[config.mk]
export PLATFORM = sky130hd
export DESIGN_NAME = pe_mac_ctrl
export DESIGN_NICKNAME = d
export VERILOG_FILES = /design/src/rtl/pe_pkg.sv /design/src/rtl/pe_mac_ctrl.sv
export SDC_FILE = /design/constraint.sdc
export NUM_CORES = 1
export LEC_CHECK = 0
export CORE_ASPECT_RATIO = 0.8
export CORE_MARGIN = 10
export CORE_UTILIZATION = 30
export DETAILED_ROUTE_END_ITERATION = 12
export GPL_TIMING_DRIVEN = 0
export PLACE_DENSITY = 0.68
export SYNTH_ARGS = -nofsm -noshare
export SYNTH_HDL_FRONTEND = slang
export SYNTH_SLANG_ARGS = --single-unit
[constraint.sdc]
create_clock -name clk -period 2.4 [get_ports clk]
set_clock_uncertainty 0.05 [all_clocks]
set_input_delay 0.24 -clock clk [delete_from_list [all_inputs] [get_ports clk]]
set_output_delay 0.24 -clock clk [all_outputs]
set_load 0.05 [all_outputs]
[src/rtl/pe_pkg.sv]
// Shared definitions for the processing-element slice: controller states and
// the PE pipeline depth that both pe_core and pe_mac_ctrl must agree on.
package pe_pkg;

  typedef enum logic [2:0] {
    IDLE,
    CLEAR,
    STREAM,
    DRAIN,
    HOLD
  } pe_ctrl_state_t;

  localparam int PE_PIPE_LAT = 4;

endpackage

[src/rtl/pe_mac_ctrl.sv]
// Dot-product job sequencer for one pipelined PE: clears the accumulator, streams
// K operand pairs, waits out the PE pipeline and holds the final result for the consumer.
module pe_mac_ctrl
  import pe_pkg::*;
#(
  parameter int W_IN     = 8,
  parameter int W_ACC    = 24,
  parameter int W_LEN    = 10,
  parameter int PIPE_LAT = PE_PIPE_LAT
) (
  input  logic             clk,
  input  logic             rst_n,
  input  logic             cmd_valid,
  output logic             cmd_ready,
  input  logic [W_LEN-1:0] cmd_len,
  input  logic             cmd_relu,
  input  logic             op_valid,
  output logic             op_ready,
  input  logic [W_IN-1:0]  op_a,
  input  logic [W_IN-1:0]  op_b,
  output logic             pe_en,
  output logic             pe_reg_reset,
  output logic             pe_mode_sel,
  output logic [W_IN-1:0]  pe_a_mul,
  output logic [W_IN-1:0]  pe_b_mul,
  input  logic [W_ACC-1:0] pe_results,
  output logic             res_valid,
  input  logic             res_ready,
  output logic [W_ACC-1:0] res_data,
  output logic             busy
);

  localparam int                  DRAIN_W    = $clog2(PIPE_LAT + 1);
  localparam logic [DRAIN_W-1:0]  DRAIN_LAST = DRAIN_W'(PIPE_LAT - 1);

  pe_ctrl_state_t     state_q, state_d;
  logic [W_LEN-1:0]   rem_q, rem_d;
  logic [DRAIN_W-1:0] drain_q, drain_d;
  logic               mode_q, mode_d;
  logic               zero_q, zero_d;
  logic [W_ACC-1:0]   res_q, res_d;

  // NOTE: every variable gets its hold value first so no path through the case infers a latch.
  always_comb begin
    state_d = state_q;
    rem_d   = rem_q;
    drain_d = drain_q;
    mode_d  = mode_q;
    zero_d  = zero_q;
    res_d   = res_q;
    unique case (state_q)
      IDLE: begin
        if (cmd_valid) begin
          state_d = CLEAR;
          rem_d   = cmd_len;
          mode_d  = cmd_relu;
          zero_d  = (cmd_len == '0);
        end
      end
      CLEAR: begin
        drain_d = DRAIN_LAST;
        state_d = zero_q ? DRAIN : STREAM;
      end
      STREAM: begin
        if (op_valid) begin
          rem_d = rem_q - W_LEN'(1);
          if (rem_q == W_LEN'(1)) begin
            state_d = DRAIN;
            drain_d = DRAIN_LAST;
          end
        end
      end
      DRAIN: begin
        // Only the value present in the final drain cycle is the completed dot product.
        if (drain_q == '0) begin
          res_d   = zero_q ? '0 : pe_results;
          state_d = HOLD;
        end else begin
          drain_d = drain_q - DRAIN_W'(1);
        end
      end
      HOLD: begin
        if (res_ready) state_d = IDLE;
      end
      default: state_d = IDLE;
    endcase
  end

  // NOTE: sequential state uses non-blocking assignments so all registers update together.
  always_ff @(posedge clk or posedge rst_n) begin
    if (rst_n) begin
      state_q <= IDLE;
      rem_q   <= '0;
      drain_q <= '0;
      mode_q  <= 1'b0;
      zero_q  <= 1'b0;
      res_q   <= '0;
    end else begin
      state_q <= state_d;
      rem_q   <= rem_d;
      drain_q <= drain_d;
      mode_q  <= mode_d;
      zero_q  <= zero_d;
      res_q   <= res_d;
    end
  end

  assign cmd_ready    = (state_q == IDLE);
  assign op_ready     = (state_q == STREAM);
  assign pe_en        = op_valid & op_ready;
  assign pe_reg_reset = (state_q == CLEAR);
  assign pe_mode_sel  = mode_q;
  assign pe_a_mul     = op_a;
  assign pe_b_mul     = op_b;
  assign res_valid    = (state_q == HOLD);
  assign res_data     = res_q;
  assign busy         = (state_q != IDLE);

endmodule

Word level (Yosys, flattened, before mapping)
Index checks and enable logic that the tools add are counted.
{ "totals": {"out_inout_bits": 47, "reg_bits": 42, "in_bits": 56} }
{ "classes": {"n_mux": 13, "n_reduce_logical": 11, "n_bitwise": 1, "n_eq_ne": 11, "n_addsub": 2} }
{ "ops": {"columns": ["cell", "count"], "rows": [
  ["$mux W24", 1],
  ["$mux W10", 2],
  ["$pmux W10 S2", 1],
  ["$mux W3", 6],
  ["$pmux W3 S5", 1],
  ["$eq A10 B1 Y1 const B", 1],
  ["$logic_not A10 Y1", 1],
  ["$sub A10 B1 Y10 const B", 1],
  ["$pmux W3 S3", 1],
  ["$ne A2 B2 Y1 const B", 4],
  ["$eq A3 B2 Y1 const B", 2],
  ["$logic_not A3 Y1", 2],
  ["$reduce_bool A3 Y1", 2],
  ["$reduce_and A5 Y1", 1],
  ["$ne A2 B1 Y1 const B", 2],
  ["$reduce_and A2 Y1", 2],
  ["$reduce_and A4 Y1", 1],
  ["$eq A3 B1 Y1 const B", 1],
  ["$eq A3 B3 Y1 const B", 1],
  ["$reduce_and A3 Y1", 1],
  ["$sub A3 B1 Y3 const B", 1],
  ["$reduce_bool A2 Y1", 1],
  ["$and A1 B1 Y1", 1],
  ["$mux W1", 1]
]} }

Depth between registers and ports, before layout
Gate-level depths: netlist of run 1.
{ "depth": {"word_depth": 4, "depth_mapped": 8} }

Least setup slack after synthesis of run 1
OpenSTA, ideal clock, no wires.
{ "synth_path": {"kind": "register -> output", "startpoint": "register state_q[0]", "endpoint": "output port busy", "setup_slack_ns": -0.165, "stages_incl_launch_ff": 4, "arrival_time_ns": 2.275, "path_cell_list": "dfrtp_1 > buf_4 > nor3_1 > inv_1"} }
{ "synth_via": {"elab_chain_cells": 1} }
{ "synth_rtl": {"columns": ["item", "line", "text"], "rows": [
  ["from (decl)", "pe_mac_ctrl.sv:36", "pe_ctrl_state_t state_q, state_d;"],
  ["from (signal assigned)", "pe_mac_ctrl.sv:99", "state_q <= state_d;"],
  ["$reduce_bool A3 Y1", "pe_mac_ctrl.sv:117", "assign busy = (state_q != IDLE);"],
  ["to (decl)", "pe_mac_ctrl.sv:30", "output logic busy"]
]} }
No other way between the ends.

Final worst setup path of run 1
{ "layout_path": {"startpoint": "register state_q[0]", "endpoint": "output port pe_en"} }
{ "layout_via": {"elab_chain_cells": 2} }
{ "layout_rtl": {"columns": ["item", "line", "text"], "rows": [
  ["$eq A3 B2 Y1", "pe_mac_ctrl.sv:109", "assign op_ready = (state_q == STREAM);"],
  ["$and A1 B1 Y1", "pe_mac_ctrl.sv:110", "assign pe_en = op_valid & op_ready;"],
  ["to (decl)", "pe_mac_ctrl.sv:21", "output logic pe_en,"]
]} }
No other way between the ends.

==> results of run 1 <==
-- cell usage after synthesis, drive strengths merged, types with 2 or more instances --
library cell  count  area share (%)
a21oi            11             2.5
mux2i             3             1.3
o21ai            29             6.1
and2              3            0.79
nand2             9             1.4
inv              33             5.2
a41oi             2            0.74
clkbuf            4            0.63
o2bb2ai           2            0.74
nor3b             2            0.84
a2bb2oi           3             1.4
o22ai             2            0.79
nand3             4            0.84
or3               2            0.53
o211ai            3             1.4
ha                4             2.1
o22a              3             1.2
nor4              3            0.79
dfrtp            42              44
nor3              5             1.1
buf              26             9.2
nand3b           25             8.4
nor2             16             2.6
-- report_power, final --
part	internal, mW	switching, mW	leakage [nW]
registers	1.04	0.221	0.498
logic	0.987	1.68	0.947
clock network	0.205	0.261	0.0483
-- metal layers --
layer  up-vias  share of wire (%)  global-route usage [%]
li1       1021                  -                       -
met4         0               0.41                    1.67
met1      1002                 46                    14.7
met5         -                  0                       0
met3         6                6.8                    3.73
met2        82                 46                    18.1
-- state kept, by name, indices dropped and copies added, names as in the netlist --
name and cells:
drain_q 3, zero_q 1, rem_q 10, res_data 24
pe_mode_sel 1, state_q 3
-- cell type report --
type | count | share of cell area (%)
repair buffers | 87 | 25.2
well taps | 105 | 3.78
plain buffers | 30 | 6.69
flip-flops and latches | 42 | 30.2
inverters | 34 | 4.03
clock inverters | 3 | 0.540
multi-input cells | 145 | 27.6
clock buffers | 5 | 1.98
-- worst min path at each step --
stage                             startpoint                  endpoint  slack (ps)  cells after the start
CTS                                    rst_n  res_data[23]$_DFFE_PP0P_         180                      2
finish                                 rst_n  res_data[23]$_DFFE_PP0P_         170                      2
detailed placement  res_data[20]$_DFFE_PP0P_  res_data[20]$_DFFE_PP0P_         480                      2
floorplan                      pe_results[0]   res_data[0]$_DFFE_PP0P_         340                      2
global placement     pe_mode_sel$_DFFE_PP0P_   pe_mode_sel$_DFFE_PP0P_         440                      1
global route                           rst_n  res_data[23]$_DFFE_PP0P_         190                      2
-- worst reg2reg max path: cells and delay by family, from the launching register on --
family | cells | cell delay [ps]
AO/OA/AOI/OAI | 2 | 360
flip-flops | 1 | 430
AND/OR/NAND/NOR | 2 | 810
-- logic make-up after synthesis --
family          share of synthesized area [%]
simple gates                             19.7
buf+inv                                  15.7
compound gates                           16.5
flops                                    44.2
mux                                      1.74
fa+ha+maj                                2.11
-- through the flow --
step / setup WS [ps] / util, % / setup TNS, ps / instances
after detailed placement: -23.2 / 44.9 / -23.2 / 443
after global routing: 0.151 / 45.9 / 0 / 451
after global placement: -31.8 / 44.6 / -31.8 / 442
after CTS: 31.5 / 46.0 / 0 / 451
final: 87.5 / 45.9 / 0 / 451
after floorplan: 441 / - / 0 / 251
==> impl_metrics.yaml, run 1 <==
min_path:
  hold_class: "input pin to async pin"
routing:
  first_iter_violations: 125
  wl_um: 6850
  drc: 0
  vias: 2111
  viasPerCell: 4.68
  first_pass_iters: 4
  wl_per_cell_um: 15.2
  final_antenna_net_count: 0
clock_network:
  numCtsBuffers: 5
  ctsHoldBuffers: 0
  clkTransAtPathRegs_ps: 90
  clkSinkCount: 42
  tritoncts: "built"
  clockBufferDepth: 2
  clkLatencyLatePin_ps: 300
  cts.repair.resized: 4
  cts-root-buf: "clkbuf_8"
  htree_levels: 2
  postCtsSetupBuffers: 0
global_routing:
  overflow: 0
  grt_pass1_wl_um: 11200
  grt_usage_pct: 11.3
  grt_max_degree: 28
  grt_pass1_vias: 2159
  antenna_found_initial: 0
synthesis:
  netlist_instances: 251
  yosysSeqAreaShare_pct: 44.2
  ys_warn_count: 0
  synthFlopType: "dfrtp_1"
  synthesis.nets: 311
  synth_edf_count: 0
  ys_types: 50
  ys_async_sr_fraction_pct: 100
  avgSynthCellArea_um2: 9.47
  ys_seq_elements: 42
  syn_area_um2: 2380
floorplanning:
  core_region_area_um2: 7570
  dieArea_um2: 11900
  io_pins: 103
  rows: 28
  start_util_pct: 31.4
  die_w_um: 120
  die_y_um: 99.6
final_layout:
  area_growth_syn_to_layout_pct: 46.3
  design_area_um2: 3480
  multi_input_area_um2: 958
  layout.nets: 405
  final_cell_mix: "clkdlybuf4s50_1 (84), dfrtp_1 (42), inv_1 (32), o21ai_0 (26), nand3b_1 (24)"
  antenna_cells: 0
  drive_above_1_share_pct: 15.0
  nFillCells: 741
  register_area_um2: 1050
  final_common_cell: "clkdlybuf4s50_1"
setup_path:
  r2r_end: "rem_q[9]$_DFFE_PP0P_"
  worstPathArrival_ps: 2020
  rrSetupSlack_ps: 650
  max_stage_delay_ps: 370
  cpMaxStageDelayCell: "dfrtp_1"
  r2r_start: "rem_q[2]$_DFFE_PP0P_"
  cp-endpoint: "pe_en"
  start_kind: "flip-flop"
  critPathCaptureType: "output port"
  worstSetupPathType: "flip-flop to output port"
  path_buf_inv: 5
  cp.depth: 7
  crit_chain: "buf_4 > or3b_1 > buf_6 > clkinv_8 > buf_12 > and2_1 > clkdlybuf4s18_2"
  crit_start: "state_q[0]$_DFFE_PP0P_"
  worstPathRequired_ps: 2110
  ff2ff_path_depth: 4
  cp_max_fo: 10
  cp_top_family: "buffers and inverters"
sta:
  setup_viol: 0
  fmax_ghz: 0.432
  worstMarginPinSlew_ps: 718
  relSlewSlack_pct: 51.8
  finalHoldViolations: 0
  finalCritPeriodShare_pct: 96.4
  rsz0062_at_grt: "false"
  worst_hold_slack_ps: 173
  period_minus_slack_ps: 2310
  slew_violations: 0
run:
  cap_violations: 0
place:
  dpl_cell_area_um2: 3390
  gp_congestion: 0.812
  portBuffers: 86
  dp_hpwl_um: 5410
power_and_ir_drop:
  p_total_mw: 4.40
  leakage_nw: 1.49
  vdd_drop_max_mv: 0.606
  p_per_area_nw_per_um2: 1260
outcome:
  outcome: "completed"
No activity file was read; power rests on OpenSTA's default activity.
==> run 2: changes to the inputs <==
--- a/config.mk
+++ b/config.mk
@@ -5,6 +5,7 @@
 export SDC_FILE = /design/constraint.sdc
 export NUM_CORES = 1
 export LEC_CHECK = 0
+export ABC_AREA = 0
 export CORE_ASPECT_RATIO = 0.8
 export CORE_MARGIN = 10
 export CORE_UTILIZATION = 30
==> results of run 2 <==
No change in the layout: final DEF, timing and power equal those of run 1.
==> run 3: changes to the inputs <==
==> constraint.sdc (replaced) <==
create_clock -name clk -period 2.7 [get_ports clk]
set_clock_uncertainty 0.05 [all_clocks]
set_input_delay 0.27 -clock clk [delete_from_list [all_inputs] [get_ports clk]]
set_output_delay 0.27 -clock clk [all_outputs]
set_load 0.05 [all_outputs]
==> run 3 against run 2 <==
  * Core utilization up 0.31 points
  * Critical endpoint unchanged
  * Setup slack better by 100 ps
  * Die area unchanged
  * Sequential power down 10%
  * Combinational power down 10%
  * Routed wire length up 3.1%
  * Sequential cell count unchanged
==> impl_metrics.yaml, run 3 (synthesis results as in run 1) <==
power_and_ir_drop:
  p_total_mw: 4.02
  p_seq_share_pct: 28.0
  combinationalPowerShare_pct: 59.4
  power.switching_mw: 1.93
  vdd_drop_max_mv: 0.477
  p_int_mw: 2.09
  p_clk_share_pct: 12.6
  p_sw_share_pct: 48.1
  p_per_area_nw_per_um2: 1150
  leakage_nw: 1.51
final_layout:
  area_growth_syn_to_layout_pct: 47.3
  final_cell_mix: "clkdlybuf4s50_1 (84), dfrtp_1 (42), inv_1 (32), o21ai_0 (26), nand3b_1 (24)"
  design_area_um2: 3500
  layout.nets: 405
  antenna_cells: 0
  largest_reg_flops: 24
  drive_above_1_share_pct: 13.9
  final_common_cell: "clkdlybuf4s50_1"
place:
  dpl_cell_area_um2: 3390
  gp_congestion: 0.796
  dp_hpwl_um: 5480
  portBuffers: 86
clock_network:
  numCtsBuffers: 5
  cts-root-buf: "clkbuf_8"
  clkTransAtPathRegs_ps: 90
  cts.repair.resized: 1
  tritoncts: "built"
  clockBufferDepth: 2
  htree_levels: 2
  ctsHoldBuffers: 0
  clkLatencyLatePin_ps: 300
  postCtsSetupBuffers: 0
  clkSinkCount: 42
outcome:
  outcome: "completed"
floorplanning:
  dieArea_um2: 11900
  rows: 28
  core_region_area_um2: 7570
  start_util_pct: 31.4
  io_pins: 103
  die_y_um: 99.6
  die_w_um: 120
global_routing:
  grt_pass1_vias: 2214
  use_met3_pct: 3.56
  busiest_layer: "met2"
  grt_max_degree: 24
  grt_usage_pct: 11.7
  antenna_found_initial: 0
  overflow: 0
  grtUsageMet1_pct: 14.8
  grt_pass1_wl_um: 11600
  grtUsageMet2_pct: 19.2
sta:
  worstMarginPinSlew_ps: 750
  finalHoldViolations: 0
  rsz0062_at_grt: "false"
  setup_viol: 0
  fmax_ghz: 0.399
  tns_ps: 0
  finalCritPeriodShare_pct: 92.9
  relSlewSlack_pct: 49.6
  period_minus_slack_ps: 2510
  slew_violations: 0
setup_path:
  worstPathArrival_ps: 2190
  rrSetupSlack_ps: 940
  cp_max_fo: 10
  cpMaxStageDelayCell: "dlygate4sd2_1"
  max_stage_delay_ps: 530
  start_kind: "flip-flop"
  crit_chain: "buf_4 > or3b_1 > buf_6 > clkinv_8 > buf_12 > and2_1 > dlygate4sd2_1"
  critPathCaptureType: "output port"
  worstPathRequired_ps: 2380
  worstSetupPathType: "flip-flop to output port"
routing:
  first_iter_violations: 118
  wl_per_cell_um: 15.7
  first_pass_iters: 4
  drc: 0
  viasPerCell: 4.70
  final_antenna_net_count: 0
  vias: 2118
  wl_um: 7060
run:
  cap_violations: 0
min_path:
  hold_class: "input pin to async pin"
[run 3: routing by layer]
layer	vias up	share of wire (%)
li1	1022	-
met1	1026	45
met2	65	48
met3	5	6.3
met4	0	0.54
met5	-	0
[run 3: worst paths after layout]
check / startpoint / to / cells after the start
hold reg to reg: pe_mode_sel$_DFFE_PP0P_ / pe_mode_sel$_DFFE_PP0P_ / 1
setup reg to reg: drain_q[0]$_DFFE_PP0P_ / drain_q[1]$_DFFE_PP0P_ / 6
hold / removal: rst_n / res_data[16]$_DFFE_PP0P_ / 2
setup / recovery: state_q[0]$_DFFE_PP0P_ / pe_en / 7
min in group clk: pe_mode_sel$_DFFE_PP0P_ / pe_mode_sel$_DFFE_PP0P_ / 1
max in group asynchronous: rst_n / state_q[0]$_DFFE_PP0P_ / 3
[run 3: per-stage QoR]
| step | hold WS (ps) | util (%) | cells | worst slack (ps) |
|---|---|---|---|---|
| after floorplan | 367 | - | 251 | 105 |
| after global placement | 445 | 44.5 | 442 | 240 |
| final | 240 | 46.3 | 451 | 191 |
| after CTS | 259 | 46.2 | 451 | 7.46 |
| after global routing | 276 | 46.3 | 451 | 79.3 |
| after detailed placement | 469 | 44.8 | 443 | 220 |
[run 3: power by group through the flow]
stage | Sequential (mW) | Combinational (mW) | Clock (mW)
6_report | 1.13 | 2.39 | 0.507
3_5_place_dp | 1.14 | 2.41 | 0
4_1_cts | 1.13 | 2.41 | 0.525
2_1_floorplan | 1.76 | 1.01 | 0
3_3_place_gp | 1.12 | 2.36 | 0
5_1_grt | 1.17 | 2.57 | 0.546
[run 3: cell type report]
cell class              count  area [um2]
plain buffers              30         233
clock buffers               6        72.6
clock inverters             2        37.5
fillers                   775        4070
inverters                  34         140
multi-input cells         145         953
flip-flops and latches     42        1050
well taps                 105         131
repair buffers             87         882
[run 3: critical path: cells and delay by family (launching register included)]
| kind | cells | cell delay [ps] |
|---|---|---|
| buffers and inverters | 5 | 1050 |
| AND/OR/NAND/NOR | 2 | 480 |
| flip-flops | 1 | 370 |
